`config.mk`:
```
export PLATFORM = sky130hd
export DESIGN_NAME = value_stepper
export DESIGN_NICKNAME = d
export VERILOG_FILES = /design/src/rtl/value_stepper_pkg.sv /design/src/rtl/value_stepper_edge_detect.sv /design/src/rtl/value_stepper.sv
export SDC_FILE = /design/constraint.sdc
export NUM_CORES = 1
export LEC_CHECK = 0
export CAP_MARGIN = 20
export CORE_UTILIZATION = 50
export CTS_BUF_LIST = sky130_fd_sc_hd__clkbuf_4 sky130_fd_sc_hd__clkbuf_8 sky130_fd_sc_hd__clkbuf_16
export DETAILED_ROUTE_END_ITERATION = 6
export PLACE_DENSITY = 0.85
export SYNTH_ARGS = -nofsm -noshare
export SYNTH_HDL_FRONTEND = slang
export SYNTH_SLANG_ARGS = --single-unit
```
`constraint.sdc`:
```
create_clock -name clk -period 3.12 [get_ports clk]
set_clock_uncertainty 0.2 [all_clocks]
set_input_delay 0.624 -clock clk [delete_from_list [all_inputs] [get_ports clk]]
set_output_delay 0.624 -clock clk [all_outputs]
set_load 0.1 [all_outputs]
```
`src/rtl/value_stepper_pkg.sv`:
```
// Shared types for the value stepper: repeat-FSM states, step direction and a
// small elaboration-time helper.
package value_stepper_pkg;

    typedef enum logic [1:0] {
        S_IDLE   = 2'd0,
        S_DELAY  = 2'd1,
        S_REPEAT = 2'd2
    } rep_state_t;

    typedef enum logic {
        DIR_UP = 1'b0,
        DIR_DN = 1'b1
    } dir_t;

    function automatic int max2(input int a, input int b);
        return (a > b) ? a : b;
    endfunction

endpackage

```
`src/rtl/value_stepper_edge_detect.sv`:
```
// Tick-gated edge detector; RISING selects which transition of level is reported.
module edge_detect
    import value_stepper_pkg::*;
#(
    parameter bit RISING = 1'b1
) (
    input  logic clk,
    input  logic rst_n,
    input  logic ena,
    input  logic level,
    output logic pulse
);

    logic prev_r;

    // Level history only advances on ticks so edges are seen at tick resolution.
    always_ff @(posedge clk or negedge rst_n) begin
        if (!rst_n) begin
            prev_r <= 1'b0;
        end else if (ena) begin
            prev_r <= level;
        end else begin
            prev_r <= prev_r;
        end
    end

    assign pulse = ena & (RISING ? (level & ~prev_r) : (prev_r & ~level));

endmodule

```
`src/rtl/value_stepper.sv`:
```
// Bounded up/down value driven by debounced inc/dec levels, with load,
// saturate-or-wrap limits and hold-to-auto-repeat.
module value_stepper
    import value_stepper_pkg::*;
#(
    parameter int MIN_VAL          = 0,
    parameter int MAX_VAL          = 11,
    parameter int DEFAULT_VAL      = 9,
    parameter int WRAP             = 0,
    parameter int CHANGE_ON_RISING = 1,
    parameter int REPEAT_EN        = 1,
    parameter int REPEAT_DELAY     = 8,
    parameter int REPEAT_PERIOD    = 2,
    localparam int VAL_W           = max2(1, $clog2(MAX_VAL + 1))
) (
    input  logic             clk,
    input  logic             rst_n,
    input  logic             ena,
    input  logic             inc,
    input  logic             dec,
    input  logic             load,
    input  logic [VAL_W-1:0] load_val,
    output logic [VAL_W-1:0] value,
    output logic             at_min,
    output logic             at_max,
    output logic             changed
);

    localparam int CNT_W = $clog2(max2(REPEAT_DELAY, REPEAT_PERIOD) + 1);
    localparam logic REP_ON = (REPEAT_EN != 0) && (CHANGE_ON_RISING != 0);
    localparam logic [VAL_W-1:0] MIN_V = VAL_W'(MIN_VAL);
    localparam logic [VAL_W-1:0] MAX_V = VAL_W'(MAX_VAL);
    localparam logic [VAL_W-1:0] DEF_V = VAL_W'(DEFAULT_VAL);

    logic             inc_pulse_s, dec_pulse_s;
    logic             up_s, dn_s, both_s, held_s, abort_s, rep_hit_s, accept_s, step_en_s;
    dir_t             step_dir_s;
    logic [VAL_W-1:0] next_val_s, load_clamped_s;

    logic [VAL_W-1:0] value_r;
    logic             changed_r;
    rep_state_t       state_r;
    dir_t             dir_r;
    logic [CNT_W-1:0] cnt_r;

    // One step in direction d, evaluated one bit wider so +1 at the top cannot overflow.
    function automatic logic [VAL_W-1:0] step_val(input logic [VAL_W-1:0] v, input dir_t d);
        logic [VAL_W:0] ext;
        ext = {1'b0, v};
        if (d == DIR_UP) begin
            if (int'(v) >= MAX_VAL) ext = (WRAP != 0) ? {1'b0, MIN_V} : {1'b0, MAX_V};
            else                    ext = ext + {{VAL_W{1'b0}}, 1'b1};
        end else begin
            if (int'(v) <= MIN_VAL) ext = (WRAP != 0) ? {1'b0, MAX_V} : {1'b0, MIN_V};
            else                    ext = ext - {{VAL_W{1'b0}}, 1'b1};
        end
        return ext[VAL_W-1:0];
    endfunction

    function automatic logic [VAL_W-1:0] clamp_val(input logic [VAL_W-1:0] v);
        if (int'(v) < MIN_VAL)      return MIN_V;
        else if (int'(v) > MAX_VAL) return MAX_V;
        else                        return v;
    endfunction

    edge_detect #(.RISING(CHANGE_ON_RISING != 0)) u_inc_edge (
        .clk(clk), .rst_n(rst_n), .ena(ena), .level(inc), .pulse(inc_pulse_s)
    );

    edge_detect #(.RISING(CHANGE_ON_RISING != 0)) u_dec_edge (
        .clk(clk), .rst_n(rst_n), .ena(ena), .level(dec), .pulse(dec_pulse_s)
    );

    // Decide whether this tick steps, and in which direction (edge or repeat).
    always_comb begin
        up_s    = inc_pulse_s & ~dec_pulse_s;
        dn_s    = dec_pulse_s & ~inc_pulse_s;
        both_s  = inc & dec;
        held_s  = (dir_r == DIR_UP) ? inc : dec;
        abort_s = both_s | ~held_s;
        if (state_r == S_DELAY) begin
            rep_hit_s = (int'(cnt_r) == REPEAT_DELAY);
        end else if (state_r == S_REPEAT) begin
            rep_hit_s = (int'(cnt_r) == REPEAT_PERIOD);
        end else begin
            rep_hit_s = 1'b0;
        end
        // A fresh edge is honoured when idle, or when the held level was released (not both-high).
        accept_s = (up_s | dn_s) & ((state_r == S_IDLE) | (abort_s & ~both_s));
        if (accept_s) begin
            step_en_s  = 1'b1;
            step_dir_s = up_s ? DIR_UP : DIR_DN;
        end else if ((state_r != S_IDLE) && !abort_s) begin
            step_en_s  = rep_hit_s;
            step_dir_s = dir_r;
        end else begin
            step_en_s  = 1'b0;
            step_dir_s = DIR_UP;
        end
        next_val_s     = step_en_s ? step_val(value_r, step_dir_s) : value_r;
        load_clamped_s = clamp_val(load_val);
    end

    // Value, change pulse and repeat FSM; everything except changed freezes between ticks.
    always_ff @(posedge clk or negedge rst_n) begin
        if (!rst_n) begin
            value_r   <= DEF_V;
            changed_r <= 1'b0;
            state_r   <= S_IDLE;
            dir_r     <= DIR_UP;
            cnt_r     <= {CNT_W{1'b0}};
        end else if (ena) begin
            if (load) begin
                value_r   <= load_clamped_s;
                changed_r <= (load_clamped_s != value_r);
                state_r   <= S_IDLE;
                cnt_r     <= {CNT_W{1'b0}};
            end else begin
                value_r   <= next_val_s;
                changed_r <= (next_val_s != value_r);
                if (accept_s && REP_ON) begin
                    state_r <= S_DELAY;
                    dir_r   <= step_dir_s;
                    cnt_r   <= CNT_W'(1);
                end else begin
                    case (state_r)
                        S_IDLE: begin
                            cnt_r <= {CNT_W{1'b0}};
                        end
                        S_DELAY, S_REPEAT: begin
                            if (abort_s) begin
                                state_r <= S_IDLE;
                                cnt_r   <= {CNT_W{1'b0}};
                            end else if (rep_hit_s) begin
                                state_r <= S_REPEAT;
                                cnt_r   <= CNT_W'(1);
                            end else begin
                                cnt_r <= cnt_r + CNT_W'(1);
                            end
                        end
                        default: begin
                            state_r <= S_IDLE;
                            cnt_r   <= {CNT_W{1'b0}};
                        end
                    endcase
                end
            end
        end else begin
            changed_r <= 1'b0;
        end
    end

    assign value   = value_r;
    assign changed = changed_r;
    assign at_min  = (value_r == MIN_V);
    assign at_max  = (value_r == MAX_V);

endmodule

```
# After elaboration in Yosys (flattened, before gate mapping)
# Index checks and enable logic that the tools add are counted.
[totals]
reg_bits = 14
input_bits = 10
[classes]
add_sub_neg = 3
n_lt_le_gt_ge = 3
n_eq_ne = 9
n_mux = 26
n_bitwise = 19
reduce_logical = 8
[ops]
columns = ["op", "count"]
rows = [
  ["2-to-1 mux 4 bit", 11],
  ["2-to-1 mux 1 bit", 10],
  ["bitwise AND 1 bit", 9],
  ["adder 4 x 1 -> 4 bit, second input constant", 2],
  ["equality test 4 bit, second input constant", 2],
  ["2-to-1 mux 2 bit", 4],
  ["!= test 4 bit", 2],
  ["NOT 1 bit", 7],
  ["AND reduction 3 bit", 2],
  ["!= test 5 bit, second input constant", 1],
  ["equality test 4 x 3 -> 1 bit, second input constant", 1],
  [">= comparator 4 bit, second input constant", 1],
  ["> comparator 4 bit, second input constant", 1],
  ["<= comparator 4 x 1 -> 1 bit, second input constant", 1],
  ["logical NOT 4 bit", 1],
  ["case mux 2 bit (2 select lines)", 1],
  ["subtractor 4 x 1 -> 4 bit, second input constant", 1],
  ["!= test 3 bit, second input constant", 1],
  ["OR 1 bit", 3],
  ["equality test 2 x 1 -> 1 bit, second input constant", 1],
  ["equality test 2 bit, second input constant", 1],
  ["logical NOT 2 bit", 1],
  ["nonzero test 2 bit", 1],
  ["OR reduction 2 bit", 1],
  ["other kinds (2)", 2],
]

# Longest topological paths before layout
# Gate-level depths: netlist (run 1).
[logic_depth]
ltp_word = 13
depth_mapped = 11

# By module
# Synthesis (run 1) repeated with hierarchy kept, for this count alone.
[hier_totals]
hier_cells = 165
area_unflattened_um2 = 1365.1
[by_module_without_submodules]
columns = ["module", "n_inst", "cells_each", "area_each_um2", "seq_area_each_um2"]
rows = [
  ["value_stepper", 1, 159, 1265.0, 302.8],
  ["edge_detect", 2, 3, 50.0, 25.0],
]

# Least setup slack after synthesis (run 1)
# No wires, ideal clock.
[synth_path]
path_type = "reg2reg"
startpoint = "register value_r[1], in the netlist value[1]"
endpoint = "register changed_r, in the netlist changed"
arrival_time_ps = 3448
required_ps = 2778
slack_ps = -669
stages_incl_launch_ff = 10
path_buffers = 1
period_less_slack_ps = 3789
cell_sequence = "dfrtp_1 -> clkbuf_1 -> inv_1 -> ha_1 -> nor3b_2 -> inv_1 -> a21oi_1 -> mux2i_1 -> a2111oi_2 -> o211ai_1"
[synth_via]
elab_chain_len = 7
[synth_rtl]
columns = ["element", "line_no", "source"]
rows = [
  ["start, declared", "value_stepper.sv:40", "logic [VAL_W-1:0] value_r;"],
  ["start signal, assigned", "value_stepper.sv:114", "value_r <= load_clamped_s;"],
  ["start signal, assigned", "value_stepper.sv:119", "value_r <= next_val_s;"],
  ["adder 4 x 1 -> 4 bit, or another cell as far along", "value_stepper.sv:52", "else ext = ext + {{VAL_W{1'b0}}, 1'b1};"],
  ["2-to-1 mux 4 bit, on equally long branches", "value_stepper.sv:51, value_stepper.sv:54", ""],
  ["2-to-1 mux 4 bit", "value_stepper.sv:50", "if (d == DIR_UP) begin"],
  ["2-to-1 mux 4 bit", "value_stepper.sv:100", "next_val_s = step_en_s ? step_val(value_r, step_dir_s) : value_r;"],
  ["!= test 4 bit", "value_stepper.sv:120", "changed_r <= (next_val_s != value_r);"],
  ["2-to-1 mux 1 bit *", "value_stepper.sv:113", "if (load) begin"],
  ["2-to-1 mux 1 bit *", "value_stepper.sv:112", "end else if (ena) begin"],
  ["end signal, assigned", "value_stepper.sv:115", "changed_r <= (load_clamped_s != value_r);"],
  ["end signal, assigned", "value_stepper.sv:120", ""],
  ["end, declared", "value_stepper.sv:41", "logic changed_r;"],
]
# Every way passes the cells marked *; elsewhere a longest branch is shown, timed or not.
# A chain may end at the register's enable or synchronous reset.

# Worst setup path after layout (run 1)
[layout_path]
startpoint = "input ena"
endpoint = "register value_r[3], in the netlist value[3]"
[layout_via]
elab_chain_len = 9
[layout_rtl]
columns = ["element", "line_no", "source"]
rows = [
  ["start, declared", "value_stepper.sv:18", "input logic ena,"],
  ["bitwise AND 1 bit", "value_stepper_edge_detect.sv:27", "assign pulse = ena & (RISING ? (level & ~prev_r) : (prev_r & ~level));"],
  ["NOT 1 bit, on equally long branches", "value_stepper.sv:76, value_stepper.sv:77", ""],
  ["bitwise AND 1 bit, on equally long branches", "value_stepper.sv:76, value_stepper.sv:77", ""],
  ["OR 1 bit", "value_stepper.sv:89", "accept_s = (up_s | dn_s) & ((state_r == S_IDLE) | (abort_s & ~both_s));"],
  ["bitwise AND 1 bit", "value_stepper.sv:89", ""],
  ["2-to-1 mux 1 bit", "value_stepper.sv:90", "if (accept_s) begin"],
  ["2-to-1 mux 4 bit", "value_stepper.sv:50", ""],
  ["2-to-1 mux 4 bit", "value_stepper.sv:100", ""],
  ["2-to-1 mux 4 bit", "value_stepper.sv:113", ""],
]
# Parallel ways exist; a longest one is shown, timed or not.

==> metrics.txt, run 1 <==
# TYPE chip_impl_metric gauge
chip_impl_info{name="status",value="finished, final reports clean"} 1
chip_impl_metric{name="timing.critical_path.slowest_cell_delay",unit="ns"} 0.53
chip_impl_metric{name="worstRegToRegCells",unit=""} 8
chip_impl_metric{name="globalplace.congestion",unit=""} 0.8828
chip_impl_metric{name="detailed_place.area",unit="um2"} 1490
chip_impl_metric{name="timing.final.crit_share",unit="%"} 91.33
chip_impl_info{name="critical_path.startpoint_type",value="input port"} 1
chip_impl_metric{name="post_cts_hold_buffer_count",unit=""} 0
chip_impl_info{name="unrepaired_setup_endpoints_after_global_routing",value="no"} 1
chip_impl_metric{name="die_w",unit="um"} 53.09
chip_impl_info{name="critPathTopFamily",value="compound AO/OA/AOI/OAI gates"} 1
chip_impl_metric{name="share_of_cells_above_drive_strength_1",unit="%"} 19.88
chip_impl_metric{name="synth_cell_type_count",unit=""} 57
chip_impl_metric{name="grt_pass1_wl",unit="mm"} 5.016
chip_impl_metric{name="vdd.ir_drop.worst",unit="mV"} 0.4592
chip_impl_metric{name="cp_data_required_time",unit="ns"} 3.14
chip_impl_metric{name="ys_seq_elements",unit=""} 14
chip_impl_metric{name="ctsResizeCount",unit=""} 0
chip_impl_metric{name="synth_simple_gate_area_share",unit="%"} 23.30
chip_impl_metric{name="critical_path_buf_inv_count",unit=""} 1
chip_impl_metric{name="h-tree-depth",unit=""} 1
chip_impl_metric{name="post_synthesis_adder_cell_area_fraction",unit="%"} 9.588
chip_impl_metric{name="totalWireLength",unit="mm"} 3.058
chip_impl_metric{name="dr.pass1.iters",unit=""} 4
chip_impl_metric{name="clock.fmax",unit="MHz"} 350.9
chip_impl_metric{name="instances_no_fill",unit=""} 201
chip_impl_info{name="post-synth-top-area-cell",value="sky130_fd_sc_hd__dfrtp_1"} 1
chip_impl_metric{name="synth.area.mux_share",unit="%"} 6.136
chip_impl_metric{name="hold_viol",unit=""} 0
chip_impl_metric{name="io_pins",unit=""} 17
chip_impl_info{name="hold_class",value="flip-flop to flip-flop"} 1
chip_impl_metric{name="synth_compound_area_share",unit="%"} 24.45
chip_impl_metric{name="utilization",unit="%"} 61.62
chip_impl_metric{name="detail_route.wl_per_cell",unit="um"} 15.21
chip_impl_metric{name="timing.final.max_slew_violations",unit=""} 0
chip_impl_metric{name="first_iter_violations",unit=""} 37
chip_impl_info{name="cts_tree",value="done"} 1
chip_impl_metric{name="hold_path_depth",unit=""} 1
chip_impl_metric{name="final_antenna_diode_count",unit=""} 0
chip_impl_metric{name="synth-async-reset-ratio",unit="%"} 100.0
chip_impl_metric{name="fp.dieH",unit="um"} 53.09
chip_impl_metric{name="post-route-cell-area",unit="um2"} 1526
chip_impl_metric{name="syn_area_per_cell",unit="um2"} 8.529
chip_impl_info{name="synth_top_family_by_area",value="compound AO/OA/AOI/OAI gates"} 1
chip_impl_metric{name="synth-edff-count",unit=""} 0
chip_impl_info{name="ys_dominant_reg_cell",value="sky130_fd_sc_hd__dfrtp_1"} 1
chip_impl_metric{name="placementRows",unit=""} 18
chip_impl_metric{name="place.detailed.hpwl",unit="mm"} 2.379
chip_impl_info{name="final_cell_mix",value="sky130_fd_sc_hd__inv_1 (13), sky130_fd_sc_hd__nor2_1 (13), sky130_fd_sc_hd__buf_4 (13), sky130_fd_sc_hd__dfrtp_1 (11), sky130_fd_sc_hd__ha_1 (10)"} 1
chip_impl_metric{name="cts_sinks",unit=""} 14
chip_impl_metric{name="yosys_warnings",unit=""} 0
chip_impl_metric{name="grt_antenna_before_repair",unit=""} 0
chip_impl_metric{name="fp.coreArea",unit="um2"} 2477
chip_impl_metric{name="power_density",unit="nW/um2"} 574.9
chip_impl_info{name="ctsRootBufferMaster",value="sky130_fd_sc_hd__clkbuf_4"} 1
chip_impl_metric{name="synthesis.area",unit="um2"} 1305
chip_impl_metric{name="initial_utilization",unit="%"} 52.68
chip_impl_metric{name="netlist_instances",unit=""} 153
chip_impl_info{name="synth_area_leaders",value="sky130_fd_sc_hd__dfrtp_1 (23%), sky130_fd_sc_hd__ha_1 (9.6%), sky130_fd_sc_hd__dfstp_2 (4.0%)"} 1
chip_impl_metric{name="cts.path.max_buffers",unit=""} 2
chip_impl_metric{name="final-setup-viol-count",unit=""} 0
chip_impl_metric{name="cts_buffers",unit=""} 3
chip_impl_metric{name="worst_slew_pin_slew",unit="ns"} 0.6426
chip_impl_metric{name="post_synth_xor_area_fraction",unit="%"} 1.342
chip_impl_metric{name="postSynthNetCount",unit=""} 173
chip_impl_metric{name="clkSlewWorstSetupHoldPaths",unit="ns"} 0.09
chip_impl_metric{name="total_power",unit="uW"} 877.6
chip_impl_metric{name="worst_setup_timing_slack_at_the_placement_stage",unit="ns"} -0.01630
chip_impl_metric{name="postLayoutSetupSlackWorst",unit="ns"} 0.2705
chip_impl_metric{name="cts_setup_buffers",unit=""} 0
chip_impl_metric{name="detail_route.drc_violations",unit=""} 0
chip_impl_metric{name="slew_headroom",unit="%"} 57.03
chip_impl_metric{name="finish.net_count",unit=""} 192
chip_impl_metric{name="synth-seq-area-share",unit="%"} 27.04
chip_impl_metric{name="design.die.area",unit="um2"} 2819
chip_impl_metric{name="globalRoute.totalOverflow",unit=""} 0
chip_impl_metric{name="synth_top_cell_area_share",unit="%"} 23.01
chip_impl_info{name="worst_path_most_repeated_cell",value="sky130_fd_sc_hd__nor3_1"} 1
chip_impl_metric{name="post_drt_via_cell_ratio",unit=""} 6.279
chip_impl_metric{name="route.vias.total",unit=""} 1262
chip_impl_metric{name="vias_in_the_first_global_route",unit=""} 1193
chip_impl_metric{name="cp_max_fo",unit=""} 7
chip_impl_info{name="critical_path.cell_chain",value="clkdlybuf4s50_1 > nand2_1 > nor2_1 > ha_1 > nor3_1 > a31o_2 > nor2b_4 > o31a_1 > a2111oi_2 > nor3_1"} 1
chip_impl_metric{name="numPlacedInstances",unit=""} 197
chip_impl_metric{name="crit_path_depth",unit=""} 10
chip_impl_metric{name="syn_to_final_growth",unit="%"} 16.97
chip_impl_metric{name="arrival",unit="ns"} 2.87
chip_impl_metric{name="grtUsageTotal",unit="%"} 24.50
chip_impl_info{name="critical_path.endpoint_type",value="flip-flop"} 1
chip_impl_metric{name="grt_max_degree",unit=""} 22
chip_impl_metric{name="p_leak",unit="nW"} 0.6577
chip_impl_info{name="critical_path_class",value="input port to flip-flop"} 1
chip_impl_metric{name="min_period",unit="ns"} 2.850
chip_impl_metric{name="max_cap_violations",unit=""} 0
chip_impl_info{name="crit_slowest_cell",value="sky130_fd_sc_hd__clkdlybuf4s50_1"} 1
chip_impl_metric{name="port_buffers",unit=""} 16
chip_impl_metric{name="ant_nets",unit=""} 0
chip_impl_metric{name="clk-insertion-delay-late",unit="ns"} 0.29
-- stage by stage --
step                      TNS (ns)  hold WS [ns]
after global routing             0        0.3304
final                            0        0.3120
after global placement           0        0.2873
after detailed placement  -0.01630        0.2948
after CTS                        0        0.3162
after floorplan                  0        0.1284
-- registers in the layout (all words and copies together) (netlist names) --
name               cells
cnt_r                  4
value                  4
state_r                2
changed                1
dir_r                  1
u_dec_edge.prev_r      1
u_inc_edge.prev_r      1
-- logic make-up after synthesis --
logic type / Yosys count
muxes: 6
xor gates and xnor gates: 2
and+or+nand+nor: 54
DFF: 14
AOI/OAI and AO/OA: 44
buffers and inverters: 23
adders and majority gates: 10
-- power breakdown --
group | total, mW | leakage [nW] | switching (mW) | internal (mW)
Sequential | 0.267 | 0.174 | 0.0535 | 0.213
Clock | 0.137 | 0.0210 | 0.0662 | 0.0712
Combinational | 0.474 | 0.463 | 0.299 | 0.175
Total | 0.878 | 0.658 | 0.418 | 0.459
-- layer usage --
| layer | vias to the layer above | wire, um | global-route usage, % | share of wire [%] |
|---|---|---|---|---|
| met5 | - | 0 | 0 | 0 |
| met1 | 608 | 1295 | 27.42 | 42 |
| met2 | 45 | 1525 | 44.09 | 50 |
| li1 | 600 | - | - | - |
| met4 | 0 | 58 | 9.211 | 1.9 |
| met3 | 9 | 179 | 6.034 | 5.9 |
-- synth_stat cells (3+ instances only) --
master / instances
sky130_fd_sc_hd__a21oi_1: 5
sky130_fd_sc_hd__nand3_1: 4
sky130_fd_sc_hd__nor2b_1: 4
sky130_fd_sc_hd__nand2_1: 9
sky130_fd_sc_hd__ha_1: 10
sky130_fd_sc_hd__inv_1: 13
sky130_fd_sc_hd__dfrtp_1: 12
sky130_fd_sc_hd__clkbuf_1: 4
sky130_fd_sc_hd__nand3b_1: 3
sky130_fd_sc_hd__a31oi_1: 4
sky130_fd_sc_hd__nor3_1: 5
sky130_fd_sc_hd__o21ai_1: 9
sky130_fd_sc_hd__nor2_1: 13
sky130_fd_sc_hd__o21ai_0: 5
-- worst reg2reg max path, cell delays in order (launching register included) --
cell	delay, ns
sky130_fd_sc_hd__dfrtp_1	0.38
sky130_fd_sc_hd__nand3b_1	0.17
sky130_fd_sc_hd__ha_1	0.32
sky130_fd_sc_hd__nor3_1	0.07
sky130_fd_sc_hd__a31o_2	0.24
sky130_fd_sc_hd__nor2b_4	0.20
sky130_fd_sc_hd__a22oi_1	0.15
sky130_fd_sc_hd__a2111oi_2	0.39
sky130_fd_sc_hd__o211ai_1	0.14
-- final timing paths --
check	startpoint	endpoint	slack, ns
max	ena	value[3]	0.27
min	u_dec_edge.prev_r	u_dec_edge.prev_r	0.31
max reg2reg	u_dec_edge.prev_r	changed	0.73
min reg2reg	u_dec_edge.prev_r	u_dec_edge.prev_r	0.31
max in group asynchronous	rst_n	value[1]	1.73
min in group asynchronous	rst_n	cnt_r[3]	0.52
-- cell type report --
cell class	count	area, um2
Fill cell	211	950.9
Multi-Input combinational cell	116	852.1
Sequential cell	14	356.6
Timing Repair Buffer	22	187.7
Inverter	15	56.30
Tap cell	30	37.54
Clock buffer	4	36.28
Power figures use the tool's default switching activity.
==> run 2: changes to the inputs <==
--- a/config.mk
+++ b/config.mk
@@ -9,6 +9,7 @@
 export CORE_UTILIZATION = 50
 export CTS_BUF_LIST = sky130_fd_sc_hd__clkbuf_4 sky130_fd_sc_hd__clkbuf_8 sky130_fd_sc_hd__clkbuf_16
 export DETAILED_ROUTE_END_ITERATION = 6
+export GPL_TIMING_DRIVEN = 0
 export PLACE_DENSITY = 0.85
 export SYNTH_ARGS = -nofsm -noshare
 export SYNTH_HDL_FRONTEND = slang
==> run 2 against run 1 <==
Net effect: clock power rose by 4%; non-clock buffer count rose by 2; sequential power fell by 11%; global-route usage rose by 0.66 points.
==> metrics.txt, run 2 (same netlist as run 1, synthesis figures left out) <==
# TYPE chip_impl_metric gauge
chip_impl_info{name="status",value="finished, final reports clean"} 1
chip_impl_metric{name="timing.final.max_slew_violations",unit=""} 0
chip_impl_metric{name="cts_setup_buffers",unit=""} 0
chip_impl_metric{name="slew_headroom",unit="%"} 35.85
chip_impl_metric{name="ant_nets",unit=""} 0
chip_impl_metric{name="grt_max_degree",unit=""} 15
chip_impl_metric{name="vias_in_the_first_global_route",unit=""} 1204
chip_impl_metric{name="post_drt_via_cell_ratio",unit=""} 6.079
chip_impl_metric{name="first_iter_violations",unit=""} 42
chip_impl_info{name="cts_tree",value="done"} 1
chip_impl_info{name="critical_path.cell_chain",value="clkbuf_8 > inv_1 > ha_1 > nor3b_4 > clkdlybuf4s15_2"} 1
chip_impl_metric{name="power_density",unit="nW/um2"} 564.4
chip_impl_metric{name="clkSlewWorstSetupHoldPaths",unit="ns"} 0.10
chip_impl_metric{name="place.detailed.hpwl",unit="mm"} 2.384
chip_impl_metric{name="fin_tns_setup",unit="ns"} 0
chip_impl_metric{name="finish.net_count",unit=""} 194
chip_impl_metric{name="fp.dieH",unit="um"} 53.09
chip_impl_metric{name="fp.coreArea",unit="um2"} 2477
chip_impl_info{name="unrepaired_setup_endpoints_after_global_routing",value="no"} 1
chip_impl_metric{name="cp_max_fo",unit=""} 8
chip_impl_metric{name="placementRows",unit=""} 18
chip_impl_metric{name="detail_route.wl_per_cell",unit="um"} 15.22
chip_impl_metric{name="final-setup-viol-count",unit=""} 0
chip_impl_metric{name="timing.final.crit_share",unit="%"} 95.18
chip_impl_info{name="crit_slowest_cell",value="sky130_fd_sc_hd__clkdlybuf4s15_2"} 1
chip_impl_metric{name="numPlacedInstances",unit=""} 199
chip_impl_metric{name="hold_viol",unit=""} 0
chip_impl_metric{name="instances_no_fill",unit=""} 203
chip_impl_metric{name="cts_sinks",unit=""} 14
chip_impl_metric{name="min_period",unit="ns"} 2.970
chip_impl_metric{name="worst_slew_pin_slew",unit="ns"} 0.9593
chip_impl_metric{name="grt_pass1_wl",unit="mm"} 5.140
chip_impl_metric{name="port_buffers",unit=""} 16
chip_impl_metric{name="timing.critical_path.slowest_cell_delay",unit="ns"} 0.60
chip_impl_metric{name="dr.pass1.iters",unit=""} 4
chip_impl_metric{name="io_pins",unit=""} 17
chip_impl_metric{name="clock.fmax",unit="MHz"} 336.7
chip_impl_info{name="final_cell_mix",value="sky130_fd_sc_hd__inv_1 (13), sky130_fd_sc_hd__nor2_1 (13), sky130_fd_sc_hd__clkdlybuf4s50_1 (13), sky130_fd_sc_hd__dfrtp_1 (11)"} 1
chip_impl_metric{name="die_w",unit="um"} 53.09
chip_impl_metric{name="grtUsageTotal",unit="%"} 25.17
chip_impl_metric{name="syn_to_final_growth",unit="%"} 20.13
chip_impl_metric{name="grt_antenna_before_repair",unit=""} 0
chip_impl_metric{name="final_antenna_diode_count",unit=""} 0
chip_impl_info{name="hold_class",value="flip-flop to flip-flop"} 1
chip_impl_metric{name="post_cts_hold_buffer_count",unit=""} 0
chip_impl_metric{name="totalWireLength",unit="mm"} 3.089
chip_impl_metric{name="max_cap_violations",unit=""} 0
chip_impl_metric{name="globalplace.congestion",unit=""} 0.8717
chip_impl_metric{name="share_of_cells_above_drive_strength_1",unit="%"} 17.92
chip_impl_metric{name="design.die.area",unit="um2"} 2819
chip_impl_metric{name="p_leak",unit="nW"} 0.6634
chip_impl_metric{name="detail_route.drc_violations",unit=""} 0
chip_impl_metric{name="clk-insertion-delay-late",unit="ns"} 0.30
chip_impl_info{name="critical_path.startpoint_type",value="flip-flop"} 1
chip_impl_info{name="critical_path_class",value="flip-flop to output port"} 1
chip_impl_metric{name="cts.path.max_buffers",unit=""} 2
chip_impl_metric{name="cp_data_required_time",unit="ns"} 2.30
chip_impl_metric{name="whs",unit="ns"} 0.3221
chip_impl_info{name="ctsRootBufferMaster",value="sky130_fd_sc_hd__clkbuf_4"} 1
chip_impl_metric{name="vdd.ir_drop.worst",unit="mV"} 0.3668
chip_impl_info{name="critical_path.endpoint_type",value="output port"} 1
chip_impl_metric{name="layout.filler_cells",unit=""} 204
chip_impl_metric{name="initial_utilization",unit="%"} 52.68
chip_impl_metric{name="arrival",unit="ns"} 2.15
chip_impl_metric{name="cts_buffers",unit=""} 3
chip_impl_metric{name="h-tree-depth",unit=""} 1
chip_impl_metric{name="ctsResizeCount",unit=""} 10
chip_impl_metric{name="route.vias.total",unit=""} 1234
chip_impl_metric{name="globalRoute.totalOverflow",unit=""} 0
==> run 2: layer usage <==
metal / track usage [%] / vias to the layer above / routed length [um]
li1: - / 601 / -
met4: 8.333 / 0 / 46
met2: 45.36 / 36 / 1580
met3: 6.322 / 7 / 186
met5: 0 / - / 0
met1: 28.45 / 590 / 1276
==> run 2: critical path, delay by kind of cell, from the launching register on <==
kind,cells,cell delay [ns]
buffers and inverters,3,0.86
flip-flops,1,0.50
AND/OR/NAND/NOR,1,0.30
adder cells (fa/ha/maj),1,0.18
==> run 2: final cells by class <==
| class | count | area [um2] | share of cell area, % |
|---|---|---|---|
| multi-input combinational | 116 | 854.6 | 54.51 |
| sequential | 14 | 356.6 | 22.75 |
| timing repair buffer | 16 | 155.1 | 9.896 |
| buffer | 8 | 71.32 | 4.549 |
| inverter | 15 | 56.30 | 3.591 |
| tap | 30 | 37.54 | 2.394 |
| clock buffer | 4 | 36.28 | 2.314 |
==> run 2: final timing paths <==
check	start	endpoint	slack (ns)	cells past startpoint
max	value[1]	at_min	0.15	5
max reg2reg	u_dec_edge.prev_r	changed	0.67	9
min reg2reg	u_dec_edge.prev_r	u_dec_edge.prev_r	0.32	1
max in group asynchronous	rst_n	value[1]	1.72	1
min in group asynchronous	rst_n	state_r[1]	0.52	1
min	u_dec_edge.prev_r	u_dec_edge.prev_r	0.32	1
==> run 2: power breakdown <==
group	switching, mW	internal (mW)	total (mW)
Clock	0.0707	0.0713	0.142
Sequential	0.0260	0.212	0.238
Combinational	0.322	0.182	0.504
==> run 2: metrics by stage <==
step	util [%]	cell area, um2	setup WS, ns	power (mW)
finish	63.28	1568	0.1504	0.8848
global route	63.28	1568	0.04108	0.9346
CTS	63.48	1573	0.01680	0.8836
detailed placement	61.52	1524	-0.5437	0.7443
global placement	61.52	1524	-0.5000	0.7293
floorplan	-	1326	0.007884	0.6331
==> run 3: changes to the inputs <==
--- a/config.mk
+++ b/config.mk
@@ -10,7 +10,7 @@
 export CTS_BUF_LIST = sky130_fd_sc_hd__clkbuf_4 sky130_fd_sc_hd__clkbuf_8 sky130_fd_sc_hd__clkbuf_16
 export DETAILED_ROUTE_END_ITERATION = 6
 export GPL_TIMING_DRIVEN = 0
-export PLACE_DENSITY = 0.85
+export PLACE_DENSITY = 0.77
 export SYNTH_ARGS = -nofsm -noshare
 export SYNTH_HDL_FRONTEND = slang
 export SYNTH_SLANG_ARGS = --single-unit
==> run 3 against run 2 <==
Net effect: global-route usage down 0.27 points; flip-flop and latch count unchanged; die area unchanged; combinational power up 0.8%; critical endpoint unchanged.
==> metrics.txt, run 3 (same netlist as run 1, synthesis figures left out) <==
# TYPE chip_impl_metric gauge
chip_impl_metric{name="layout.filler_cells",unit=""} 213
chip_impl_metric{name="worst_slew_pin_slew",unit="ns"} 0.9643
chip_impl_metric{name="cts_setup_buffers",unit=""} 0
chip_impl_metric{name="design.die.area",unit="um2"} 2819
chip_impl_metric{name="port_buffers",unit=""} 16
chip_impl_metric{name="cts.path.max_buffers",unit=""} 2
chip_impl_metric{name="swShare",unit="%"} 47.28
chip_impl_info{name="worst_reg2reg_endpoint",value="changed"} 1
chip_impl_info{name="hold_path_startpoint",value="cnt_r[2]"} 1
chip_impl_metric{name="clk-insertion-delay-late",unit="ns"} 0.29
chip_impl_metric{name="worst_setup_timing_slack_at_the_placement_stage",unit="ns"} -0.5353
chip_impl_metric{name="worstRegToRegCells",unit=""} 9
chip_impl_metric{name="share_of_cells_above_drive_strength_1",unit="%"} 17.92
chip_impl_info{name="hold_class",value="flip-flop to flip-flop"} 1
chip_impl_metric{name="die_w",unit="um"} 53.09
chip_impl_metric{name="totalWireLength",unit="mm"} 3.005
chip_impl_metric{name="power_density",unit="nW/um2"} 561.9
chip_impl_metric{name="globalRoute.totalOverflow",unit=""} 0
chip_impl_metric{name="placementRows",unit=""} 18
chip_impl_metric{name="slew_headroom",unit="%"} 35.51
chip_impl_metric{name="cts_buffers",unit=""} 3
chip_impl_metric{name="vdd.ir_drop.worst",unit="mV"} 0.3674
chip_impl_metric{name="cellInternalPower",unit="uW"} 467.4
chip_impl_metric{name="grtUsageTotal",unit="%"} 24.89
chip_impl_metric{name="cp_data_required_time",unit="ns"} 2.30
chip_impl_metric{name="post_cts_hold_buffer_count",unit=""} 0
chip_impl_metric{name="cp_max_fo",unit=""} 8
chip_impl_metric{name="detail_route.wl_per_cell",unit="um"} 14.80
chip_impl_metric{name="arrival",unit="ns"} 2.12
chip_impl_info{name="critical_path.reg2reg.startpoint",value="u_dec_edge.prev_r"} 1
chip_impl_metric{name="finish.net_count",unit=""} 194
chip_impl_metric{name="clkSlewWorstSetupHoldPaths",unit="ns"} 0.09
chip_impl_metric{name="post-route-cell-area",unit="um2"} 1578
chip_impl_metric{name="io_pins",unit=""} 17
chip_impl_info{name="ctsRootBufferMaster",value="sky130_fd_sc_hd__clkbuf_4"} 1
chip_impl_metric{name="power.share.clock",unit="%"} 15.9
chip_impl_info{name="timing.hold.worst_endpoint",value="cnt_r[2]"} 1
chip_impl_metric{name="vias_in_the_first_global_route",unit=""} 1169
chip_impl_metric{name="route.vias.total",unit=""} 1241
chip_impl_metric{name="numPlacedInstances",unit=""} 199
chip_impl_info{name="final_cell_mix",value="sky130_fd_sc_hd__inv_1 (13), sky130_fd_sc_hd__nor2_1 (13), sky130_fd_sc_hd__clkdlybuf4s50_1 (13), sky130_fd_sc_hd__dfrtp_1 (11)"} 1
chip_impl_metric{name="grt_antenna_before_repair",unit=""} 0
chip_impl_metric{name="timing.final.max_slew_violations",unit=""} 0
chip_impl_metric{name="timing.final.crit_share",unit="%"} 94.41
chip_impl_metric{name="dr.pass1.iters",unit=""} 4
chip_impl_metric{name="initial_utilization",unit="%"} 52.68
chip_impl_metric{name="regToRegSetupSlack",unit="ns"} 0.69
chip_impl_metric{name="instances_no_fill",unit=""} 203
chip_impl_metric{name="place.detailed.hpwl",unit="mm"} 2.285
chip_impl_metric{name="p_seq_share",unit="%"} 26.8
chip_impl_metric{name="fp.dieH",unit="um"} 53.09
chip_impl_metric{name="switching_power",unit="uW"} 419.2
chip_impl_metric{name="min_period",unit="ns"} 2.946
chip_impl_info{name="cts_tree",value="done"} 1
chip_impl_metric{name="p_leak",unit="nW"} 0.6651
chip_impl_metric{name="grt_pass1_wl",unit="mm"} 5.154
chip_impl_metric{name="ant_nets",unit=""} 0
chip_impl_metric{name="syn_to_final_growth",unit="%"} 20.90
chip_impl_metric{name="first_iter_violations",unit=""} 44
chip_impl_info{name="critical_path.endpoint_type",value="output port"} 1
chip_impl_metric{name="postLayoutSetupSlackWorst",unit="ns"} 0.1744
chip_impl_metric{name="final_antenna_diode_count",unit=""} 0
chip_impl_info{name="unrepaired_setup_endpoints_after_global_routing",value="no"} 1
chip_impl_metric{name="globalplace.congestion",unit=""} 0.8685
chip_impl_metric{name="max_cap_violations",unit=""} 0
chip_impl_metric{name="utilization",unit="%"} 63.69
chip_impl_metric{name="grt_max_degree",unit=""} 15
chip_impl_metric{name="hold_path_depth",unit=""} 1
chip_impl_metric{name="clock.fmax",unit="MHz"} 339.5
chip_impl_metric{name="detailed_place.area",unit="um2"} 1524
chip_impl_metric{name="fp.coreArea",unit="um2"} 2477
chip_impl_metric{name="fin_tns_setup",unit="ns"} 0
chip_impl_metric{name="h-tree-depth",unit=""} 1
chip_impl_metric{name="final-setup-viol-count",unit=""} 0
chip_impl_info{name="critical_path_class",value="flip-flop to output port"} 1
chip_impl_metric{name="post_drt_via_cell_ratio",unit=""} 6.113
chip_impl_info{name="critical_path.startpoint_type",value="flip-flop"} 1
chip_impl_metric{name="cts_sinks",unit=""} 14
chip_impl_info{name="status",value="finished, final reports clean"} 1
chip_impl_metric{name="combPwrFrac",unit="%"} 57.3
chip_impl_metric{name="detail_route.drc_violations",unit=""} 0
chip_impl_metric{name="hold_viol",unit=""} 0
run 3: area by class of cell:
class,instances,area [um2],share of cell area [%]
multi-input cells,116,864.6,54.80
flip-flops and latches,14,356.6,22.60
repair buffers,16,155.1,9.833
plain buffers,8,71.32,4.520
inverters,15,56.30,3.569
well taps,30,37.54,2.379
clock buffers,4,36.28,2.300
run 3: through the flow:
step / hold slack (ns) / power [mW]
after floorplan: 0.1284 / 0.6331
after global placement: 0.2848 / 0.7324
after detailed placement: 0.3012 / 0.7437
after CTS: 0.3177 / 0.8867
after global routing: 0.3541 / 0.9387
final: 0.3164 / 0.8865
run 3: power by group through the flow:
stage / Sequential [mW] / Clock [mW] / Combinational (mW)
2_1_floorplan: 0.331 / 0 / 0.302
5_1_grt: 0.243 / 0.150 / 0.546
3_3_place_gp: 0.240 / 0 / 0.493
4_1_cts: 0.239 / 0.141 / 0.507
6_report: 0.238 / 0.141 / 0.508
3_5_place_dp: 0.242 / 0 / 0.502
run 3: per-layer routing:
metal  wire [um]  track usage, %  vias up
met3         121           3.161        5
met1        1360           31.57      603
met2        1490           43.04       34
li1            -               -      599
met4          33           8.333        0
met5           0               0        -
run 3: worst max path at each step:
stage	from	to	slack (ns)	cells past startpoint
3_5_place_dp	ena	changed	-0.54	11
2_1_floorplan	value[2]	changed	0.008	7
3_3_place_gp	ena	changed	-0.54	11
4_1_cts	value[3]	at_max	0.01	3
5_1_grt	inc	value[3]	0.01	11
6_report	value[1]	at_min	0.17	5
run 3: repair_timing:
item	in CTS	in global routing
cloned	0	0
endpoints found under the setup margin	7	1
resized for setup	10	1
run 3: critical path: stages, from the launching register on:
cell	delay (ns)
sky130_fd_sc_hd__dfrtp_4	0.49
sky130_fd_sc_hd__clkbuf_8	0.17
sky130_fd_sc_hd__inv_1	0.09
sky130_fd_sc_hd__ha_1	0.17
sky130_fd_sc_hd__nor3b_4	0.30
sky130_fd_sc_hd__clkdlybuf4s15_2	0.61
